===== src/rtl/iter_alu.sv =====
// Sequential ALU: single-cycle base ops plus iterative unsigned multiply/divide
// (one bit per cycle) behind a start/busy/done handshake. All outputs registered.
module iter_alu #(
    parameter int WIDTH = 32,
    parameter int SHW   = $clog2(WIDTH)
) (
    input  logic             clk,
    input  logic             rst_n,
    input  logic             start,
    input  logic [3:0]       ALUopcode,
    input  logic [WIDTH-1:0] rega,
    input  logic [WIDTH-1:0] regb,
    output logic             busy,
    output logic             done,
    output logic [WIDTH-1:0] result,
    output logic [WIDTH-1:0] result_hi,
    output logic             zero,
    output logic             sign,
    output logic             ovf
);

    typedef enum logic [1:0] {
        S_IDLE,
        S_CALC,
        S_DONE
    } state_e;

    typedef enum logic [3:0] {
        OP_ADD  = 4'b0000,
        OP_SUB  = 4'b0001,
        OP_SLL  = 4'b0010,
        OP_OR   = 4'b0011,
        OP_AND  = 4'b0100,
        OP_SLTU = 4'b0101,
        OP_SLT  = 4'b0110,
        OP_SRL  = 4'b0111,
        OP_SRA  = 4'b1000,
        OP_XOR  = 4'b1001,
        OP_NOR  = 4'b1010,
        OP_MULU = 4'b1011,
        OP_DIVU = 4'b1100
    } op_e;

    state_e           state_q, state_d;
    logic [SHW-1:0]   cnt_q, cnt_d;
    logic             div_q, div_d;
    logic [WIDTH-1:0] a_q, a_d;
    logic [WIDTH-1:0] hi_q, hi_d;
    logic [WIDTH-1:0] lo_q, lo_d;
    logic [WIDTH-1:0] res_q, res_d;
    logic [WIDTH-1:0] res_hi_q, res_hi_d;
    logic             zero_q, zero_d;
    logic             sign_q, sign_d;
    logic             ovf_q, ovf_d;
    logic             done_q, done_d;
    logic             busy_q, busy_d;

    logic [WIDTH-1:0] add_res, sub_res;
    logic [SHW-1:0]   shamt;
    logic [WIDTH-1:0] alu_res;
    logic             alu_ovf;

    logic [WIDTH:0]   mul_sum;
    logic [WIDTH:0]   div_sh;
    logic [WIDTH:0]   div_diff;
    logic [WIDTH-1:0] step_hi, step_lo;

    assign add_res = rega + regb;
    assign sub_res = rega - regb;
    assign shamt   = rega[SHW-1:0];

    always_comb begin
        alu_res = '0;
        alu_ovf = 1'b0;
        case (ALUopcode)
            OP_ADD: begin
                alu_res = add_res;
                alu_ovf = (rega[WIDTH-1] == regb[WIDTH-1]) && (add_res[WIDTH-1] != rega[WIDTH-1]);
            end
            OP_SUB: begin
                alu_res = sub_res;
                alu_ovf = (rega[WIDTH-1] != regb[WIDTH-1]) && (sub_res[WIDTH-1] != rega[WIDTH-1]);
            end
            OP_SLL:  alu_res = regb << shamt;
            OP_OR:   alu_res = rega | regb;
            OP_AND:  alu_res = rega & regb;
            OP_SLTU: alu_res = {{(WIDTH-1){1'b0}}, (rega < regb)};
            OP_SLT:  alu_res = {{(WIDTH-1){1'b0}}, ($signed(rega) < $signed(regb))};
            OP_SRL:  alu_res = regb >> shamt;
            OP_SRA:  alu_res = $unsigned($signed(regb) >>> shamt);
            OP_XOR:  alu_res = rega ^ regb;
            OP_NOR:  alu_res = ~(rega | regb);
            default: begin
                alu_res = '0;
                alu_ovf = 1'b0;
            end
        endcase
    end

    // MULU: {hi,lo} starts as {0,B}; conditional add of A into hi, then shift right.
    // DIVU: lo starts as A and collects quotient bits; hi is the partial remainder.
    always_comb begin
        mul_sum  = {1'b0, hi_q} + {1'b0, (lo_q[0] ? a_q : '0)};
        div_sh   = {hi_q, lo_q[WIDTH-1]};
        div_diff = div_sh - {1'b0, a_q};
        if (div_q) begin
            if (!div_diff[WIDTH]) begin
                step_hi = div_diff[WIDTH-1:0];
                step_lo = {lo_q[WIDTH-2:0], 1'b1};
            end else begin
                step_hi = div_sh[WIDTH-1:0];
                step_lo = {lo_q[WIDTH-2:0], 1'b0};
            end
        end else begin
            step_hi = mul_sum[WIDTH:1];
            step_lo = {mul_sum[0], lo_q[WIDTH-1:1]};
        end
    end

    always_comb begin
        state_d  = state_q;
        cnt_d    = cnt_q;
        div_d    = div_q;
        a_d      = a_q;
        hi_d     = hi_q;
        lo_d     = lo_q;
        res_d    = res_q;
        res_hi_d = res_hi_q;
        ovf_d    = ovf_q;
        done_d   = 1'b0;
        case (state_q)
            S_IDLE: begin
                if (start) begin
                    if (ALUopcode == OP_MULU) begin
                        state_d = S_CALC;
                        cnt_d   = '0;
                        div_d   = 1'b0;
                        a_d     = rega;
                        hi_d    = '0;
                        lo_d    = regb;
                    end else if (ALUopcode == OP_DIVU) begin
                        state_d = S_CALC;
                        cnt_d   = '0;
                        div_d   = 1'b1;
                        a_d     = regb;
                        hi_d    = '0;
                        lo_d    = rega;
                    end else begin
                        state_d  = S_DONE;
                        done_d   = 1'b1;
                        res_d    = alu_res;
                        res_hi_d = '0;
                        ovf_d    = alu_ovf;
                    end
                end
            end
            S_CALC: begin
                hi_d  = step_hi;
                lo_d  = step_lo;
                cnt_d = cnt_q + SHW'(1);
                if (cnt_q == SHW'(WIDTH - 1)) begin
                    state_d  = S_DONE;
                    done_d   = 1'b1;
                    res_d    = step_lo;
                    res_hi_d = step_hi;
                    ovf_d    = 1'b0;
                end
            end
            S_DONE:  state_d = S_IDLE;
            default: state_d = S_IDLE;
        endcase
        zero_d = zero_q;
        sign_d = sign_q;
        if (done_d) begin
            zero_d = (res_d == '0);
            sign_d = res_d[WIDTH-1];
        end
        busy_d = (state_d != S_IDLE);
    end

    always_ff @(posedge clk or negedge rst_n) begin
        if (!rst_n) begin
            state_q  <= S_IDLE;
            cnt_q    <= '0;
            div_q    <= 1'b0;
            a_q      <= '0;
            hi_q     <= '0;
            lo_q     <= '0;
            res_q    <= '0;
            res_hi_q <= '0;
            zero_q   <= 1'b0;
            sign_q   <= 1'b0;
            ovf_q    <= 1'b0;
            done_q   <= 1'b0;
            busy_q   <= 1'b0;
        end else begin
            state_q  <= state_d;
            cnt_q    <= cnt_d;
            div_q    <= div_d;
            a_q      <= a_d;
            hi_q     <= hi_d;
            lo_q     <= lo_d;
            res_q    <= res_d;
            res_hi_q <= res_hi_d;
            zero_q   <= zero_d;
            sign_q   <= sign_d;
            ovf_q    <= ovf_d;
            done_q   <= done_d;
            busy_q   <= busy_d;
        end
    end

    assign busy      = busy_q;
    assign done      = done_q;
    assign result    = res_q;
    assign result_hi = res_hi_q;
    assign zero      = zero_q;
    assign sign      = sign_q;
    assign ovf       = ovf_q;

endmodule


===== config.mk =====
export PLATFORM = sky130hd
export DESIGN_NAME = iter_alu
export DESIGN_NICKNAME = d
export VERILOG_FILES = /design/src/rtl/iter_alu.sv
export SDC_FILE = /design/constraint.sdc
export NUM_CORES = 1
export LEC_CHECK = 0
export ABC_CLOCK_PERIOD_IN_PS = 3800
export BUFFER_PORTS_ARGS = -buffer_cell sky130_fd_sc_hd__buf_2
export CORE_ASPECT_RATIO = 1.4
export CORE_MARGIN = 10
export CORE_UTILIZATION = 30
export CTS_CLUSTER_SIZE = 30
export DETAILED_ROUTE_END_ITERATION = 7
export GPL_TIMING_DRIVEN = 1
export PLACE_DENSITY_LB_ADDON = 0.1
export SYNTH_ARGS = -nofsm -noshare
export SYNTH_HDL_FRONTEND = slang
export SYNTH_SLANG_ARGS = --single-unit

===== constraint.sdc =====
create_clock -name clk -period 3.8 [get_ports clk]
set_input_delay 0.19 -clock clk [delete_from_list [all_inputs] [get_ports clk]]
set_output_delay 0.19 -clock clk [all_outputs]
set_load 0.05 [all_outputs]

* After elaboration in Yosys (flattened, before gate mapping)
Index checks and enable logic that the tools add are counted.
** Storage, ports and cells
- Output and inout port bits :: 69
- Word-level logic and storage cells :: 109
- Input port bits :: 71
- Flip-flop bits (word level) :: 173
** Operators by class
- Equality and inequality tests :: 23
- Add/subtract/negate cells :: 5
- Reduce and logical (&&, ||, !) cells :: 11
- $lt $le $gt $ge :: 2
- Bitwise logic cells :: 4
- Muxes and demuxes :: 48
- Shifts and indexed selects :: 3
** Operator list (number)
- $mux W32 :: 20
- $pmux W32 S11 :: 1
- $pmux W32 S2 :: 4
- $lt A32 B32 Y1 :: 2
- $add A32 B32 Y33 :: 1
- $sub A33 B32 Y33 :: 1
- $add A32 B32 Y32 :: 1
- $and A32 B32 Y32 :: 1
- $logic_not A32 Y1 :: 1
- $not A32 Y32 :: 1
- $or A32 B32 Y32 :: 1
- $shl A32 B5 Y32 :: 1
- $shr A32 B5 Y32 :: 1
- $sshr A32 B5 Y32 :: 1
- $sub A32 B32 Y32 :: 1
- $xor A32 B32 Y32 :: 1
- $eq A4 B4 Y1 const B :: 5
- $eq A4 B3 Y1 const B :: 4
- $mux W5 :: 3
- $mux W1 :: 11
- $pmux W5 S2 :: 1
- $eq A4 B2 Y1 const B :: 2
- $mux W2 :: 4
- $ne A2 B2 Y1 const B :: 4
- 15 further kinds :: 23

* Logic depth before layout (Yosys ltp)
Gate-level depths: netlist of run 1.
- Word-level depth :: 8
- Gate-level depth with buffers :: 18
- Mapped depth without buffers :: 15

* Worst setup path before layout of run 1
No wires, ideal clock.
- Kind :: input -> register
- Start :: in rega[1]
- End :: reg zero_q (netlist: zero)
- Buffers on the path :: 3
- Stages on the path :: 16
- Slack :: -0.367 ns
- Data required time :: 3.724 ns
- Data arrival time :: 4.091 ns
- Setup time :: 0.076 ns
- Cell sequence :: clkinv_1 > clkbuf_1 > clkbuf_1 > buf_1 > ha_1 > o21ba_2 > a2111o_1 > a21o_1 > o211ai_1 > a21oi_1 > o31ai_1 > o21ai_0 > a221o_1 > a2111oi_0 > nand4_1 > o21ai_1
** Between the ends
- Longest elaborated chain between the ends :: 8
- Elaborated cells on any way between the ends :: 17
- Classes of those cells :: 2 x add/sub; 2 x order compare; 3 x shift; 5 x mux; 4 x bitwise; 1 x reduce/logical
** Ends and longest elaborated chain
- from (decl) :: line 11 : input logic [WIDTH-1:0] rega,
- branches (longest 2 deep; another with $sub A32 B32 Y32)
- $pmux W32 S11 (*) :: line 75 : case (ALUopcode)
- $mux W32 (*) :: line 141 : end else if (ALUopcode == OP_DIVU) begin
- $mux W32 (*) :: line 134 : if (ALUopcode == OP_MULU) begin
- $mux W32 (*) :: line 133 : if (start) begin
- $pmux W32 S2 (*) :: line 131 : case (state_q)
- $logic_not A32 Y1 (*) :: line 175 : zero_d = (res_d == '0);
- to (signal assigned) :: line 205 : zero_q <= zero_d;
- to (decl) :: line 52 : logic zero_q, zero_d;
Every way passes the cells marked *.
A chain may end at the register's enable or synchronous reset.

* Worst setup path in the final report of run 1
- Start :: reg lo_q[31]
- End :: reg res_hi_q[23] (netlist: result_hi[23])
** Between the ends
- Longest elaborated chain between the ends :: 5
** Ends and longest elaborated chain
- from (decl) :: line 49 : logic [WIDTH-1:0] lo_q, lo_d;
- from (signal assigned) :: line 202 : lo_q <= lo_d;
- $sub A33 B32 Y33 :: line 105 : div_diff = div_sh - {1'b0, a_q};
- $mux W32 :: line 107 : if (!div_diff[WIDTH]) begin
- $mux W32 :: line 106 : if (div_q) begin
- $mux W32 :: line 161 : if (cnt_q == SHW'(WIDTH - 1)) begin
- $pmux W32 S2 :: line 131
- to (signal assigned) :: line 204 : res_hi_q <= res_hi_d;
- to (decl) :: line 51 : logic [WIDTH-1:0] res_hi_q, res_hi_d;
Every way passes these cells. The select of a mux whose other input is x is not followed.

==> metrics.txt, run 1 <==
number of vias in the routed layout=around 27000; RSZ-0062 raised after global routing=yes; Tcrit/Tclk final=103%; NumNets Final=around 3800; count of endpoints failing hold in the final timing report=0; final weighted congestion in routability-driven placement=1.02; Warnings, synthesis=0; insertion delay to the later sink of the worst-skew pair=0.52 ns; cells traversed along the worst timing path=inv_2 > ha_4 > inv_2 > fa_2 > a21o_1 > a21o_1 > a21oi_2 > a21oi_2 > a311o_1 > a31oi_2 > buf_4 > o41ai_4 > buf_4 > xor2_4 > buf_6 > mux2i_2 > a211oi_2 > mux2_4; relative max-transition margin=30.7%; arrival time at the worst endpoint=4.29 ns; Multi-input gate area=17400 um2; share of power burned in registers=18.2%; fill count=7832; synth unique cells=93; number of cells in the design after placement=4429; Post-DRT Antenna Nets=0; horizontal die dimension=about 250 um; CTS tree=yes; max-capacitance violation count=0; # clock sinks=173; max-slew violation count=0; power density over the cells=between 500 and 600 nW/um2; Worst-Margin Slew=around 1.0 ns; CTS H-tree depth=4; cell type of the slowest stage on the worst timing path=sky130_fd_sc_hd__a311o_1; number of buffers on the longest clock path=3; FP Rows=119; Die Footprint=87300 um2; layout overhead on the synthesized area=31.8%; vias in the first global route=27200; number of nets produced by synthesis=3208; clk_skew=roughly 0.023 ns; Psw=8.05 mW; DRC viols=0; largest net degree at the start of global routing=110; leading post-synthesis cells by cell area=sky130_fd_sc_hd__dfrtp_1, sky130_fd_sc_hd__ha_1, sky130_fd_sc_hd__a21oi_1; dpl ws=-0.379 ns; overall track demand over capacity in global routing=between 20% and 30%; global route overflow=0; register area=~4300 um2; switching power as a share of total power=48.1%; count of pins on the block boundary=140; path type of the worst min-delay path=input pin to flip-flop; part of the total power dissipated in the clock network=12.5%; number of DRC markers in iteration 0=2079; total negative slack for setup checks=-1.09 ns; syn_area_per_cell=7.67 um2; Final Non-Filler Cells=4479; Setup violations, final=17; Leak Pwr=13.9 nW; placeable core region=~75000 um2; classification of the worst setup path=flip-flop to flip-flop; number of buffers added on ports=139; internal power summed over all cells=8.68 mW; fraction of synthesized cell area taken by the top area cell type=19.1%; Cell Area, Synth=about 23000 um2; outcome=complete, but fails checks; maximum VDD drop=0.000398 V; violations in the final reports=negative setup slack; final core utilization=39.8%; number of enable-type register cells in the synthesized netlist=0; starting utilization of the core area=30.2%; post-layout worst setup margin=-0.104 ns; sequential cell area fraction in the yosys report=19.1%; startpoint type of the worst setup path=flip-flop; placed wire-length estimate=111000 um; maximum frequency from static timing analysis=0.256 GHz; number of clock buffers inserted by TritonCTS=25; crit path time final=3.90 ns; worst-path fanout max=5; flip-flop and latch count after synthesis=173; proportion of synthesized flip-flops having asynchronous set or reset=100%; element type at the critical path end=flip-flop; CTS Root Buffer Type=sky130_fd_sc_hd__clkbuf_16; top cell type by total area after synthesis=sky130_fd_sc_hd__dfrtp_1; number of iterations in the first detailed-routing pass=7; share of cells above drive strength 1=around 29%; antenna violations before repair=4; Cells after Synth=2964; vias per cell=5.92; Die Span Y=~350 um; Data required, critical path=between 4 and 5 ns; delay of the slowest cell on the worst path=0.42 ns; first-pass GRT wire length=192000 um; wire per inst=30.0 um; antenna cells=0; Post-synth top flop=sky130_fd_sc_hd__dfrtp_1; clock slew at reported path FFs=0.07 ns; Routed Wire Length=135000 um; combinational share of power=69.3%
[final cells by class]
class                      instances  share of cell area, %
timing repair buffer             747                   18.9
tap                              968                   4.04
multi-input combinational       2396                   58.2
inverter                         164                   2.06
sequential                       173                   14.5
clock buffer                      29                   2.21
clock inverter                     2                  0.117
[kinds of logic (layout without fill, tap and decap cells)]
| logic type | after synthesis | after routing | synth area share, % |
|---|---|---|---|
| flip-flops | 173 | 173 | 19.1 |
| adder cells (fa/ha/maj) | 173 | 173 | 9.66 |
| AND/OR/NAND/NOR | 935 | 935 | 19.7 |
| AO/OA/AOI/OAI | 1005 | 1005 | 29.8 |
| XOR/XNOR | 78 | 78 | 3.04 |
| multiplexers | 205 | 205 | 11.9 |
| buffers and inverters | 395 | 942 | 6.95 |
[power by group through the flow]
stage / clock network [mW] / registers, mW / logic (mW)
after global placement: 0 / 3.04 / 9.69
after detailed placement: 0 / 3.04 / 9.75
final: 2.09 / 3.04 / 11.6
after CTS: 2.13 / 3.02 / 10.9
after floorplan: 0 / 3.10 / 5.70
after global routing: 2.19 / 3.12 / 12.4
[placed cells by master (no fill, tap or decap), types with 21 or more instances in the layout]
master                      synthesis  routed
sky130_fd_sc_hd__a31oi_1           45      41
sky130_fd_sc_hd__o21ai_1            4      21
sky130_fd_sc_hd__a22oi_1           38      37
sky130_fd_sc_hd__o21ai_0          197     174
sky130_fd_sc_hd__nor3_1            76      75
sky130_fd_sc_hd__o221ai_1          39      37
sky130_fd_sc_hd__a21o_1            58      58
sky130_fd_sc_hd__buf_12             0      24
sky130_fd_sc_hd__dfrtp_1          173     172
sky130_fd_sc_hd__nor2_1           248     245
sky130_fd_sc_hd__nand2b_1          25      24
sky130_fd_sc_hd__mux2_2            53      39
sky130_fd_sc_hd__inv_1            158     156
sky130_fd_sc_hd__mux2i_1          106     102
sky130_fd_sc_hd__nor2b_1           34      33
sky130_fd_sc_hd__or3_1             21      21
sky130_fd_sc_hd__a21oi_1          238     227
sky130_fd_sc_hd__nand2_1          270     253
sky130_fd_sc_hd__ha_1             169     167
sky130_fd_sc_hd__buf_2             39     136
sky130_fd_sc_hd__nand4_1           21      21
sky130_fd_sc_hd__clkbuf_16          0      26
sky130_fd_sc_hd__and3_1            23      22
sky130_fd_sc_hd__o211ai_1          49      49
sky130_fd_sc_hd__nand3_1           85      81
sky130_fd_sc_hd__buf_4              6     574
sky130_fd_sc_hd__mux4_2            46      46
sky130_fd_sc_hd__and2_1            44      43
sky130_fd_sc_hd__a211oi_1          42      37
sky130_fd_sc_hd__xnor2_1           46      45
sky130_fd_sc_hd__xor2_1            31      31
sky130_fd_sc_hd__o22ai_1           37      37
sky130_fd_sc_hd__nor4_1            24      21
[state kept, by name, summed over array words and instances, names as in the netlist]
register / cells
sign: 1
busy: 1
hi_q: 32
lo_q: 32
result_hi: 32
state_q: 2
result: 32
cnt_q: 5
done: 1
ovf: 1
a_q: 32
zero: 1
div_q: 1
[repair_timing]
| action | CTS | global route |
|---|---|---|
| cloned | 3 | 1 |
| resized for setup | 61 | 89 |
| endpoints found under the hold margin | 107 | 0 |
| pin swaps | 17 | 53 |
| buffers inserted | 12 | 8 |
| setup endpoints to repair | 61 | 65 |
| hold buffers | 1 | 0 |
[metrics by stage]
stage / area, um2 / hold WS (ns) / total power, mW
2_1_floorplan: 22800 / -0.106 / 8.80
3_3_place_gp: 28500 / 0.373 / 12.7
3_5_place_dp: 28500 / 0.382 / 12.8
4_1_cts: 29600 / 0.0490 / 16.1
5_1_grt: 29900 / 0.0832 / 17.7
6_report: 29900 / 0.0636 / 16.7
[worst max-delay path, delay by kind of cell (launching register included)]
family | cells | cell delay, ns
flip-flops | 1 | 0.39
adder cells (fa/ha/maj) | 2 | 0.47
XOR/XNOR | 1 | 0.31
multiplexers | 2 | 0.50
buffers and inverters | 5 | 0.64
AO/OA/AOI/OAI | 8 | 1.45
[Yosys cell counts (9+ instances only)]
master,instances
sky130_fd_sc_hd__nand2_1,270
sky130_fd_sc_hd__a22oi_1,38
sky130_fd_sc_hd__or3_1,21
sky130_fd_sc_hd__nor2b_1,34
sky130_fd_sc_hd__nand4_1,21
sky130_fd_sc_hd__a211o_1,12
sky130_fd_sc_hd__mux4_2,46
sky130_fd_sc_hd__a31oi_1,45
sky130_fd_sc_hd__nand2b_1,25
sky130_fd_sc_hd__buf_1,27
sky130_fd_sc_hd__a211oi_1,42
sky130_fd_sc_hd__and3_1,23
sky130_fd_sc_hd__o211ai_1,49
sky130_fd_sc_hd__o31ai_1,21
sky130_fd_sc_hd__dfrtp_1,173
sky130_fd_sc_hd__mux2i_1,106
sky130_fd_sc_hd__a32o_1,20
sky130_fd_sc_hd__o22ai_1,37
sky130_fd_sc_hd__a21oi_1,238
sky130_fd_sc_hd__and2_1,44
sky130_fd_sc_hd__o21ai_0,197
sky130_fd_sc_hd__mux2_2,53
sky130_fd_sc_hd__ha_1,169
sky130_fd_sc_hd__nand3_1,85
sky130_fd_sc_hd__nor2_1,248
sky130_fd_sc_hd__o21a_1,19
sky130_fd_sc_hd__buf_2,39
sky130_fd_sc_hd__clkbuf_1,156
sky130_fd_sc_hd__xor2_1,31
sky130_fd_sc_hd__a221oi_1,18
sky130_fd_sc_hd__or2_2,17
sky130_fd_sc_hd__nor4_1,24
sky130_fd_sc_hd__inv_1,158
sky130_fd_sc_hd__o221ai_1,39
sky130_fd_sc_hd__nor3_1,76
sky130_fd_sc_hd__a2111oi_0,9
sky130_fd_sc_hd__o21bai_1,19
sky130_fd_sc_hd__o2111ai_1,13
sky130_fd_sc_hd__xnor2_1,46
sky130_fd_sc_hd__a21o_1,58
[path summary, 6_finish.rpt]
| path | slack [ns] | endpoint | start | cells past startpoint |
|---|---|---|---|---|
| max reg2reg | -0.10 | result_hi[23] | lo_q[31] | 18 |
| min | 0.06 | lo_q[29] | rega[29] | 3 |
| min reg2reg | 0.47 | sign | sign | 2 |
| min in group asynchronous | 0.33 | hi_q[7] | rst_n | 2 |
| max | -0.10 | result_hi[23] | lo_q[31] | 18 |
| max in group asynchronous | 2.41 | result[15] | rst_n | 3 |
[layer usage]
metal	GRT usage [%]	up-vias	share of wire, %
met3	2.53	314	4.3
met2	53.2	1000	50
li1	-	12100	-
met1	33.8	13100	38
met5	0	-	0.0089
met4	18.4	2	6.9
Note: power is estimated with default switching activity, not from simulation.
==> inputs of run 2 (changes only) <==
--- a/config.mk
+++ b/config.mk
@@ -13,6 +13,7 @@
 export CTS_CLUSTER_SIZE = 30
 export DETAILED_ROUTE_END_ITERATION = 7
 export GPL_TIMING_DRIVEN = 1
+export HOLD_SLACK_MARGIN = 0.1
 export PLACE_DENSITY_LB_ADDON = 0.1
 export SYNTH_ARGS = -nofsm -noshare
 export SYNTH_HDL_FRONTEND = slang
==> metrics.txt, run 2 (same netlist as run 1, synthesis figures left out) <==
Routed Wire Length=~130000 um; Data required, critical path=4.19 ns; placeable core region=75200 um2; vias in the first global route=27200; delay-heaviest family, CP=compound AO/OA/AOI/OAI gates; cell area after placement=28500 um2; FP Rows=119; Setup violations, final=17; Tcrit/Tclk final=103%; violations in the final reports=negative setup slack; first-pass GRT wire length=roughly 190000 um; maximum frequency from static timing analysis=around 0.26 GHz; clock slew at reported path FFs=0.07 ns; share of cells above drive strength 1=28.7%; critical path startpoint=lo_q[31]; maximum VDD drop=0.000397 V; RSZ-0062 raised after global routing=yes; number of buffers on the longest clock path=3; Post-DRT Antenna Nets=0; CTS H-tree depth=4; placed wire-length estimate=around 110000 um; Hold Startpoint=rega[8]; post-layout worst setup margin=-0.104 ns; insertion delay to the later sink of the worst-skew pair=just over 0.5 ns; cell type of the slowest stage on the worst timing path=sky130_fd_sc_hd__a311o_1; overall track demand over capacity in global routing=approximately 30%; Die Footprint=87300 um2; arrival time at the worst endpoint=between 4 and 5 ns; cells traversed along the worst timing path=inv_2 > ha_4 > inv_2 > fa_2 > a21o_1 > a21o_1 > a21oi_2 > a21oi_2 > a311o_1 > a31oi_2 > buf_4 > o41ai_4 > buf_4 > xor2_4 > buf_6 > mux2i_2 > a211oi_2 > mux2_4; power density over the cells=558 nW/um2; startpoint type of the worst setup path=flip-flop; dpl ws=-0.379 ns; CTS Root Buffer Type=sky130_fd_sc_hd__clkbuf_16; starting utilization of the core area=30.2%; # clock sinks=between 150 and 200; commonest non-fill, non-tap cell in the layout=sky130_fd_sc_hd__buf_4; element type at the critical path end=flip-flop; Buffers & Inverters on Critical Path=5; count of endpoints failing hold in the final timing report=0; layout overhead on the synthesized area=31.9%; vias per cell=5.92; antenna violations before repair=4; classification of the worst setup path=flip-flop to flip-flop; number of clock buffers inserted by TritonCTS=25; path type of the worst min-delay path=input pin to flip-flop; number of vias in the routed layout=about 27000; horizontal die dimension=253 um; number of buffers added on ports=139; global route overflow=0; total negative slack for setup checks=-1.07 ns; worst-path fanout max=5; number of iterations in the first detailed-routing pass=6; clk_skew=0.0201 ns; NumNets Final=around 3800; Die Span Y=approximately 350 um; most used cells in the layout excluding fill and tap cells=sky130_fd_sc_hd__buf_4, sky130_fd_sc_hd__nand2_1, sky130_fd_sc_hd__nor2_1, sky130_fd_sc_hd__a21oi_1, sky130_fd_sc_hd__o21ai_0; delay of the slowest cell on the worst path=0.42 ns; wire per inst=30.0 um; Leak Pwr=13.9 nW; Reg2Reg Launch Point=lo_q[31]; final weighted congestion in routability-driven placement=1.02; Non-Filler Cell Area, Final=30000 um2; relative max-transition margin=29.8%; outcome=complete, but fails checks; count of pins on the block boundary=140; largest net degree at the start of global routing=110; max-slew violation count=0; number of DRC markers in iteration 0=2081; crit path time final=3.90 ns; DRC viols=0; CTS tree=yes; Worst-Margin Slew=between 1 and 1.5 ns; max-capacitance violation count=0
run 2: cell types whose count changed in the layout (fill, tap and decap cells not counted), sizes merged:
cell / delta
dlygate4sd3: +3
diode: +1
run 2: final timing paths:
| kind | cells past startpoint | slack [ns] | to |
|---|---|---|---|
| max in group asynchronous | 3 | 2.42 | lo_q[14] |
| worst min-delay path | 4 | 0.12 | lo_q[8] |
| worst max-delay path | 18 | -0.10 | result_hi[23] |
| worst max register to register | 18 | -0.10 | result_hi[23] |
| min in group asynchronous | 2 | 0.33 | hi_q[7] |
| worst min register to register | 2 | 0.47 | sign |
run 2: area by class of cell:
class	instances	area [um2]
flip-flops and latches	173	4330
diodes	1	2.50
inverters	164	617
fillers	7831	45200
multi-input cells	2396	17400
clock buffers	29	661
repair buffers	750	5690
clock inverters	2	35.0
well taps	968	1210
run 2: what timing repair did:
item,in CTS,in global routing
endpoints found under the setup margin,61,65
cloned,3,1
setup buffers,12,8
pin swaps,17,53
gates resized for setup,61,89
endpoints found under the hold margin,110,0
hold buffers,4,0
run 2: per-stage QoR:
step | hold slack, ns | total power, mW | util [%] | instances
final | 0.125 | 16.7 | 39.9 | 4483
after global routing | 0.135 | 17.7 | 39.9 | 4482
after CTS | 0.118 | 16.1 | 39.4 | 4476
after detailed placement | 0.382 | 12.8 | 37.9 | 4429
after global placement | 0.373 | 12.7 | 37.9 | 4429
after floorplan | -0.106 | 8.80 | - | 2964
run 2: worst register-to-register path, stage by stage, from the launching register on:
cell and delay (ns):
sky130_fd_sc_hd__dfrtp_1 0.39, sky130_fd_sc_hd__inv_2 0.08, sky130_fd_sc_hd__ha_4 0.13, sky130_fd_sc_hd__inv_2 0.04, sky130_fd_sc_hd__fa_2 0.34, sky130_fd_sc_hd__a21o_1 0.17
sky130_fd_sc_hd__a21o_1 0.17, sky130_fd_sc_hd__a21oi_2 0.17, sky130_fd_sc_hd__a21oi_2 0.11, sky130_fd_sc_hd__a311o_1 0.42, sky130_fd_sc_hd__a31oi_2 0.23, sky130_fd_sc_hd__buf_4 0.16
sky130_fd_sc_hd__o41ai_4 0.08, sky130_fd_sc_hd__buf_4 0.17, sky130_fd_sc_hd__xor2_4 0.32, sky130_fd_sc_hd__buf_6 0.19, sky130_fd_sc_hd__mux2i_2 0.23, sky130_fd_sc_hd__a211oi_2 0.10
sky130_fd_sc_hd__mux2_4 0.28
run 2: power breakdown:
| part | total [mW] | internal, mW | leakage, nW | switching [mW] |
|---|---|---|---|---|
| combinational | 11.6 | 5.02 | 11.3 | 6.58 |
| sequential | 3.04 | 2.38 | 2.26 | 0.659 |
| clock | 2.09 | 1.28 | 0.343 | 0.812 |
run 2: routing by layer:
metal  wire, um  global-route usage [%]  up-vias
li1           -                       -    12100
met3       5970                    2.53      296
met1      51500                    33.8    13100
met2      67800                    53.2      987
met4       9220                    18.4        2
met5         12                       0        -
